`config.mk`:
```
export PLATFORM = sky130hd
export DESIGN_NAME = alu_seq_param
export DESIGN_NICKNAME = d
export VERILOG_FILES = /design/src/rtl/alu_seq_param.sv
export SDC_FILE = /design/constraint.sdc
export NUM_CORES = 1
export LEC_CHECK = 0
export ABC_AREA = 1
export CAP_MARGIN = 20
export CORE_AREA = 2 2 102 104
export CTS_BUF_LIST = sky130_fd_sc_hd__clkbuf_16
export DETAILED_ROUTE_END_ITERATION = 16
export DIE_AREA = 0 0 104 106
export PLACE_DENSITY_LB_ADDON = 0.05
export SYNTH_ARGS = -nofsm -noshare
export SYNTH_HDL_FRONTEND = slang
export SYNTH_SLANG_ARGS = --single-unit
```
`constraint.sdc`:
```
create_clock -name clk -period 1 [get_ports clk]
set_input_delay 0.2 -clock clk [delete_from_list [all_inputs] [get_ports clk]]
set_output_delay 0.2 -clock clk [all_outputs]
set_load 0.005 [all_outputs]
```
`src/rtl/alu_seq_param.sv`:
```
// -----------------------------------------------------------------------------
// alu_seq_param
// Registered, handshaked ALU sitting between operand fetch and writeback.
// One operation is accepted per in_valid/in_ready handshake; the result and
// flags are returned registered with out_valid/out_ready back-pressure.
//
// Optional feature macro: ALU_SEQ_MUL_EN
//   defined   : arith opcode 7 is a WIDTH-cycle shift-add multiply (CALC state)
//   undefined : no multiplier hardware; arith opcode 7 is a reserved opcode
//
// Parameters
//   WIDTH      operand/result width (power of 2, >= 4)
// Ports
//   clk        rising-edge clock
//   rst_n      asynchronous active-low reset
//   in_valid   operation valid          in_ready  operation can be accepted
//   a, b       operands                 alu_sel   opcode (8..15 reserved)
//   m          1 = logic, 0 = arith     cin       carry-in for arith opcode 0
//   out_valid  result valid             out_ready consumer takes result
//   f          result                   cout      carry / MUL high half nonzero
//   ovf        signed overflow          zero      f == 0
//   eq         captured a == b          err       reserved/disabled opcode
// -----------------------------------------------------------------------------
module alu_seq_param #(
  parameter int WIDTH = 16
) (
  input  logic             clk,
  input  logic             rst_n,
  input  logic             in_valid,
  output logic             in_ready,
  input  logic [WIDTH-1:0] a,
  input  logic [WIDTH-1:0] b,
  input  logic [3:0]       alu_sel,
  input  logic             m,
  input  logic             cin,
  output logic             out_valid,
  input  logic             out_ready,
  output logic [WIDTH-1:0] f,
  output logic             cout,
  output logic             ovf,
  output logic             zero,
  output logic             eq,
  output logic             err
);

  localparam int SW = $clog2(WIDTH);

  typedef enum logic [1:0] {
    IDLE = 2'd0,
`ifdef ALU_SEQ_MUL_EN
    CALC = 2'd1,
`endif
    DONE = 2'd2
  } state_t;

  state_t           state_r;
  state_t           state_next_s;
  state_t           start_state_s;
  logic             accept_s;
  logic             is_mul_s;
  logic             mul_last_s;
  logic [WIDTH-1:0] mul_f_s;
  logic             mul_cout_s;
  logic             mul_eq_s;

  logic [WIDTH-1:0] op_b_s;
  logic             carry_s;
  logic [WIDTH:0]   sum_s;
  logic [SW-1:0]    sh_s;
  logic [WIDTH-1:0] res_f_s;
  logic             res_cout_s;
  logic             res_ovf_s;
  logic             res_err_s;
  logic             res_zero_s;
  logic             eq_s;

  // Handshake: ready when idle, or when the held result retires this edge.
  always_comb begin
    in_ready = (state_r == IDLE) || ((state_r == DONE) && out_ready);
    accept_s = in_valid && in_ready;
  end

`ifdef ALU_SEQ_MUL_EN
  logic [WIDTH-1:0]   mcand_r;
  logic [2*WIDTH-1:0] acc_r;
  logic [2*WIDTH-1:0] acc_next_s;
  logic [WIDTH:0]     hi_sum_s;
  logic [SW-1:0]      cnt_r;
  logic               eq_pend_r;

  // Multiply decode and one shift-add step. The low half of the accumulator
  // starts as the multiplier and is shifted out as the product shifts in.
  always_comb begin
    is_mul_s = (m == 1'b0) && (alu_sel == 4'd7);
    if (is_mul_s) begin
      start_state_s = CALC;
    end else begin
      start_state_s = DONE;
    end
    hi_sum_s   = {1'b0, acc_r[2*WIDTH-1:WIDTH]}
               + (acc_r[0] ? {1'b0, mcand_r} : {(WIDTH+1){1'b0}});
    acc_next_s = {hi_sum_s, acc_r[WIDTH-1:1]};
    mul_last_s = (state_r == CALC) && (cnt_r == {SW{1'b0}});
    mul_f_s    = acc_next_s[WIDTH-1:0];
    mul_cout_s = |acc_next_s[2*WIDTH-1:WIDTH];
    mul_eq_s   = eq_pend_r;
  end

  // Multiplier operand capture, iteration counter and accumulator.
  always_ff @(posedge clk or negedge rst_n) begin
    if (!rst_n) begin
      mcand_r   <= {WIDTH{1'b0}};
      acc_r     <= {(2*WIDTH){1'b0}};
      cnt_r     <= {SW{1'b0}};
      eq_pend_r <= 1'b0;
    end else if (accept_s && is_mul_s) begin
      mcand_r   <= a;
      acc_r     <= {{WIDTH{1'b0}}, b};
      cnt_r     <= SW'(WIDTH - 1);
      eq_pend_r <= (a == b);
    end else if (state_r == CALC) begin
      acc_r <= acc_next_s;
      cnt_r <= cnt_r - {{(SW-1){1'b0}}, 1'b1};
    end else begin
      acc_r <= acc_r;
      cnt_r <= cnt_r;
    end
  end
`else
  // Multiplier absent: opcode 7 falls through to the reserved-opcode path.
  always_comb begin
    is_mul_s      = 1'b0;
    start_state_s = DONE;
    mul_last_s    = 1'b0;
    mul_f_s       = {WIDTH{1'b0}};
    mul_cout_s    = 1'b0;
    mul_eq_s      = 1'b0;
  end
`endif

  // Adder operand select: B, ~B+1, +1 and +all-ones share one WIDTH+1 adder.
  always_comb begin
    op_b_s  = b;
    carry_s = 1'b0;
    case (alu_sel[1:0])
      2'd0: begin op_b_s = b;                           carry_s = cin;  end
      2'd1: begin op_b_s = ~b;                          carry_s = 1'b1; end
      2'd2: begin op_b_s = {{(WIDTH-1){1'b0}}, 1'b1};   carry_s = 1'b0; end
      2'd3: begin op_b_s = {WIDTH{1'b1}};               carry_s = 1'b0; end
      default: begin op_b_s = b;                        carry_s = 1'b0; end
    endcase
    sum_s = {1'b0, a} + {1'b0, op_b_s} + {{WIDTH{1'b0}}, carry_s};
    sh_s  = b[SW-1:0];
  end

  // Single-cycle result and flags from the live operands (registered on accept).
  always_comb begin
    res_f_s    = {WIDTH{1'b0}};
    res_cout_s = 1'b0;
    res_ovf_s  = 1'b0;
    res_err_s  = 1'b0;
    if (alu_sel[3]) begin
      res_err_s = 1'b1;
    end else if (m) begin
      case (alu_sel[2:0])
        3'd0:    res_f_s = ~a;
        3'd1:    res_f_s = a & b;
        3'd2:    res_f_s = a | b;
        3'd3:    res_f_s = a ^ b;
        3'd4:    res_f_s = ~(a & b);
        3'd5:    res_f_s = ~(a | b);
        3'd6:    res_f_s = ~(a ^ b);
        3'd7:    res_f_s = b;
        default: res_f_s = {WIDTH{1'b0}};
      endcase
    end else begin
      case (alu_sel[2:0])
        3'd0, 3'd1, 3'd2, 3'd3: begin
          res_f_s    = sum_s[WIDTH-1:0];
          res_cout_s = sum_s[WIDTH];
          // Overflow: like-signed operands producing an opposite-signed sum.
          res_ovf_s  = (a[WIDTH-1] == op_b_s[WIDTH-1]) && (sum_s[WIDTH-1] != a[WIDTH-1]);
        end
        3'd4:    res_f_s = a << sh_s;
        3'd5:    res_f_s = a >> sh_s;
        3'd6:    res_f_s = $signed(a) >>> sh_s;
        3'd7:    res_err_s = 1'b1;
        default: res_err_s = 1'b1;
      endcase
    end
    res_zero_s = (res_f_s == {WIDTH{1'b0}});
    eq_s       = (a == b);
  end

  // FSM state register.
  always_ff @(posedge clk or negedge rst_n) begin
    if (!rst_n) begin
      state_r <= IDLE;
    end else begin
      state_r <= state_next_s;
    end
  end

  // FSM next-state logic.
  always_comb begin
    state_next_s = state_r;
    case (state_r)
      IDLE: begin
        if (accept_s) begin
          state_next_s = start_state_s;
        end else begin
          state_next_s = IDLE;
        end
      end
`ifdef ALU_SEQ_MUL_EN
      CALC: begin
        if (cnt_r == {SW{1'b0}}) begin
          state_next_s = DONE;
        end else begin
          state_next_s = CALC;
        end
      end
`endif
      DONE: begin
        if (out_ready && accept_s) begin
          state_next_s = start_state_s;
        end else if (out_ready) begin
          state_next_s = IDLE;
        end else begin
          state_next_s = DONE;
        end
      end
      default: state_next_s = IDLE;
    endcase
  end

  // Output registers: load on 1-cycle accept or MUL completion, hold otherwise.
  always_ff @(posedge clk or negedge rst_n) begin
    if (!rst_n) begin
      out_valid <= 1'b0;
      f         <= {WIDTH{1'b0}};
      cout      <= 1'b0;
      ovf       <= 1'b0;
      zero      <= 1'b0;
      eq        <= 1'b0;
      err       <= 1'b0;
    end else if (accept_s && !is_mul_s) begin
      out_valid <= 1'b1;
      f         <= res_f_s;
      cout      <= res_cout_s;
      ovf       <= res_ovf_s;
      zero      <= res_zero_s;
      eq        <= eq_s;
      err       <= res_err_s;
    end else if (mul_last_s) begin
      out_valid <= 1'b1;
      f         <= mul_f_s;
      cout      <= mul_cout_s;
      ovf       <= 1'b0;
      zero      <= (mul_f_s == {WIDTH{1'b0}});
      eq        <= mul_eq_s;
      err       <= 1'b0;
    end else if (accept_s) begin
      // MUL started: previous result retires, new one arrives after CALC.
      out_valid <= 1'b0;
    end else if (out_valid && out_ready) begin
      out_valid <= 1'b0;
    end else begin
      out_valid <= out_valid;
    end
  end

endmodule

```
==> impl_results.md, run 1 <==
* Status: aborted with a tool error
* Stopped at: 5_1_grt
* Stop err: [ERROR GRT-0232] Routing congestion too high. Check the congestion heatmap in the GUI.
* Cts bufs inserted at 3
* Die W at 104 µm
* Clock tree buffer depth at 2
* Grt ovf at 55
* Yosys top cell area share at 25.3%
* Register bit count reported by yosys at 23
* Largest net degree at the start of global routing at 36
* GRT Resource Usage Total at 77.8%
* H-tree depth at 1
* Synthesized net count at 1052
* Placed Area at 7420 µm²
* Synth cell count leaders: nand2_1, nand3_1, nor2_1
* Final Wtd Congestion at 0.976
* Synth area leader: nand2_1
* Synth unique cells at 39
* Die Y at 106 µm
* Port Buffers at 64
* Synth Instances at 960
* CTS Sinks at 23
* Area of the mapped netlist at 5110 µm²
* Syn_area_per_cell at 5.32 µm²
* EDFF count, synth at 0
* Worst endpoint type: register input
* Most common cell in the netlist: nand2_1
* Most used DFF post-synth: dfrtp_1
* Initial Util at 51.1%
* Post-detailed-placement half-perimeter wirelength at 17.8 mm
* I/O pins at 65
* Async SR Flop Fraction at 100%
* Top post-synthesis cells by area: nand2_1, ha_1, nand3_1
* Grt repair worst endpoint: zero$_DFFE_PN0P_/D
* Ys Warns at 0
* CTS root buffer: clkbuf_16
* Core Rows at 37
* CTS Hold Bufs at 0
* Seq/Total Area, Yosys at 11.3%
## cell families after synthesis
family / count (synthesis) / share of synthesized area [%]
flops: 23 / 11.3
buf+inv: 135 / 10.7
xor+xnor: 1 / 0.171
fa+ha+maj: 50 / 12.5
simple gates: 610 / 50.5
compound gates: 141 / 14.9
## stage by stage
step | TNS [ns] | worst slack, ns | instances | util [%]
after CTS | -20.82 | -1.27 | 1364 | 83.7
after detailed placement | -40.31 | -2.20 | 1323 | 74.2
after global placement | -38.99 | -2.18 | 1323 | 74.2
after floorplan | -20.87 | -1.51 | 960 | -
## per-layer routing
metal,GRT overflow,track usage (%)
met4,26,82.5
met3,2,59.5
met5,0,32.4
met2,27,95.2
met1,0,76.9
## repair_timing
action / 4_1_cts
gates resized for setup: 346
cloned: 2
pin swaps: 79
buffers inserted: 37
hold endpoints to repair: 0
endpoints found under the setup margin: 45
==> run 2: changes to the inputs <==
CORE_AREA = 2 2 117 119   (was 2 2 102 104)
CTS_BUF_LIST = not set   (was sky130_fd_sc_hd__clkbuf_16)
DIE_AREA = 0 0 119 121   (was 0 0 104 106)
PLACE_DENSITY_LB_ADDON = 0.15   (was 0.05)
clock period = 1.3 ns   (was 1 ns; I/O delays follow)
==> run 2 against run 1 <==
Effect of this change: area after synthesis unchanged; the flow now finishes, with violations (negative setup slack); synthesized cell count unchanged.
==> impl_results.md, run 2 <==
* Yosys top cell area share at 25.3% (unchanged)
* Setup violations, final at 20
* Worst EP arrival at 2.59 ns
* Ys Warns at 0 (unchanged)
* Final Wtd Congestion at 0.990 (+1.4%)
* Vias at 7646
* Largest net degree at the start of global routing at 34
* Cell Pwr Density at 609 nW/µm²
* Via density at 5.50
* Placed Area at 7350 µm² (-0.96%)
* Critical path cell sequence: clkdlybuf4s15_1, nor2_2, nor2_2, fa_2, fa_2, nand2_4, a21oi_4, nand2_1, nand2_2, or2_4, nand3_2, nand3_2, nand2_2, nand2_1, nor2_1, nand2_1, nor2_1, nand2_1, nand2_1
* Hold_ws at 0.348 ns
* Critical Path Most Common Cell: nand2_1
* Status: finished, violations left
* Most common cell in the netlist: nand2_1
* DR iter-0 viols at 617
* Grt ovf at 0
* HP Class: primary input to asynchronous set/reset pin
* Post-Synth XOR/XNOR Area at 0.171% (unchanged)
* Synth-to-Final Area Change at 70.1%
* Failing checks: negative setup slack
* Most frequent cells in the layout: nand2_1, buf_4, nand3_1
* Antenna Nets Post-Route at 0
* Area of the mapped netlist at 5110 µm² (unchanged)
* CTS root buffer: clkbuf_16
* Setup ws final at -1.10 ns
* Max FFs per register at 16
* Synth Area in Compound Gates at 14.9% (unchanged)
* Synth unique cells at 39 (unchanged)
* Core area at 13100 µm²
* Ant diodes at 0
* Cts bufs inserted at 3 (unchanged)
* Register bit count reported by yosys at 23 (unchanged)
* Max Cap Viol at 0
* Switching Share at 44.0%
* FILL cells at 1152
* Seq/Total Area, Yosys at 11.3% (unchanged)
* Final wirelength at 23.8 mm
* Clock-pin slew on the worst setup and hold paths at 0.06 ns
* Critical path required time at 1.50 ns
* Syn_area_per_cell at 5.32 µm² (unchanged)
* Synth area leader: nand2_1
* Async SR Flop Fraction at 100% (unchanged)
* Final Skew at 0.00115 ns
* Die W at 119 µm (+14%)
* Worst-case vdd ir drop at 0.556 mV
* Synth Area in Simple Gates at 50.5% (unchanged)
* Clock power share at 12.6%
* Mux contribution to synthesized area at 0% (unchanged)
* Port Buffers at 64 (unchanged)
* Global routing's busiest layer: met2
* Synth cell count leaders: nand2_1, nand3_1, nor2_1
* Drt first pass iters at 7
* Synthesized net count at 1052 (unchanged)
* Grt met2 use at 52.5%
* Highest Clock Rate at 417 MHz
* Post-route cell area at 8690 µm²
* Internal power at 2.96 mW
* Endpoint class of the critical path: flip-flop
* Most used DFF post-synth: dfrtp_1
* Share of power burned in registers at 15.9%
* P_sw at 2.33 mW
* Drt drc at 0
* Initial Util at 39.0% (-12 points)
* Main combinational cell family by area after synthesis: simple AND/OR/NAND/NOR gates
* TritonCTS clock tree: yes
* Worst slew margin at 73.8%
* Overall power at 5.29 mW
* Worst-Margin Slew at 0.392 ns
* GRT Resource Usage Total at 31.7%
* Clock tree buffer depth at 2 (unchanged)
* Crit start category: primary input
* Synth Instances at 960 (unchanged)
* Final hold vios at 0
* Worst path max stage delay at 0.38 ns
* Die area at 14400 µm²
* Lkg Pwr at 4.46 nW
* Crit share post-route at 184%
* Post-route minimum period at 2.40 ns
* Die Y at 121 µm (+14%)
* Reg with most FFs: f
* Commonest non-fill, non-tap cell in the layout: nand2_1
* Core Rows at 42 (+14%)
* Met1 Resource Use GR at 40.1%
* Adder-Cell Fraction of Synth Area at 12.5% (unchanged)
* First-pass GRT wire length at 36.2 mm
* Layout cell share with drive strength beyond 1 at 36.5%
* Critical path class: primary input to flip-flop
* Initial antenna violation count at 0
* Max-slew violation count at 0
* CTS Sinks at 23 (unchanged)
* Top post-synthesis cells by area: nand2_1, ha_1, nand3_1
* Unrepaired setup endpoints after global routing: yes
* Avg WL per Cell at 17.1 µm
* I/O pins at 65 (unchanged)
* Fin nets at 1308
* Post-detailed-placement half-perimeter wirelength at 18.0 mm (+0.78%)
* Crit-path slowest cell: fa_2
* Critical-path maximum fanout at 4
* Vias in the first global route at 7164
* H-tree depth at 1 (unchanged)
* EDFF count, synth at 0 (unchanged)
* Met3 Usage GRT at 6.11%
* Clk_lat worst skew at 0.25 ns
* Comb pwr share at 71.5%
-- run 2: cell counts after synthesis --
Identical to the previous run, type by type.
-- run 2: repair_timing --
item                       CTS  global route
setup buffers               27            17
gates resized for setup    245           127
hold buffers                 0             0
cloned                       2             0
pin swaps                   85            70
setup endpoints to repair   44            22
-- run 2: cell families after synthesis --
family          count (synthesis)
buf+inv                       135
compound gates                141
flops                          23
fa+ha+maj                      50
simple gates                  610
xor+xnor                        1
-- run 2: power groups by stage --
stage                     clock network [mW]  logic [mW]  registers, mW
final                                  0.666        3.78          0.844
after global routing                   0.708        4.08          0.855
after CTS                              0.668        3.31          0.844
after detailed placement                   0        2.93          0.861
after global placement                     0        2.92          0.859
after floorplan                            0        1.50          0.865
-- run 2: layer usage --
metal	part of all wire [%]	up-vias	wire length, µm
li1	-	3660	-
met1	40	3479	9520
met2	45	407	10800
met3	9.1	100	2170
met4	5.5	0	1300
met5	0	-	0
-- run 2: area by class of cell --
type | count | area, µm² | share of cell area, %
timing repair buffer | 289 | 2500 | 28.8
sequential | 23 | 576 | 6.62
tap | 176 | 220 | 2.53
multi-input combinational | 803 | 4920 | 56.6
clock inverter | 1 | 5.00 | 0.0576
inverter | 96 | 394 | 4.54
clock buffer | 3 | 75.1 | 0.864
-- run 2: final timing paths --
| path | from | end | slack (ns) | cells past startpoint |
|---|---|---|---|---|
| min in group clk | f[3] | f[3] | 0.48 | 2 |
| worst min-delay path | rst_n | state_r[1] | 0.35 | 2 |
| worst max-delay path | cin | zero | -1.10 | 19 |
| worst max register to register | state_r[1] | zero | 0.08 | 9 |
| worst min register to register | f[3] | f[3] | 0.48 | 2 |
| max in group asynchronous | rst_n | err | 0.72 | 2 |
-- run 2: through the flow --
stage               TNS (ns)  setup slack, ns  util, %  std cells
finish                -16.43            -1.10     66.4       1391
global route          -18.33            -1.22     66.4       1391
CTS                   -15.46            -1.00     62.6       1380
detailed placement    -33.87            -1.88     56.2       1349
global placement      -33.04            -1.83     56.2       1349
floorplan             -16.07            -1.27        -        960
-- run 2: critical path: cells and delay by family --
kind,cells,cell delay (ns)
adder cells (fa/ha/maj),2,0.76
buffers and inverters,1,0.20
AND/OR/NAND/NOR,15,1.29
AO/OA/AOI/OAI,1,0.07
No activity file was read; power rests on OpenSTA's default activity.
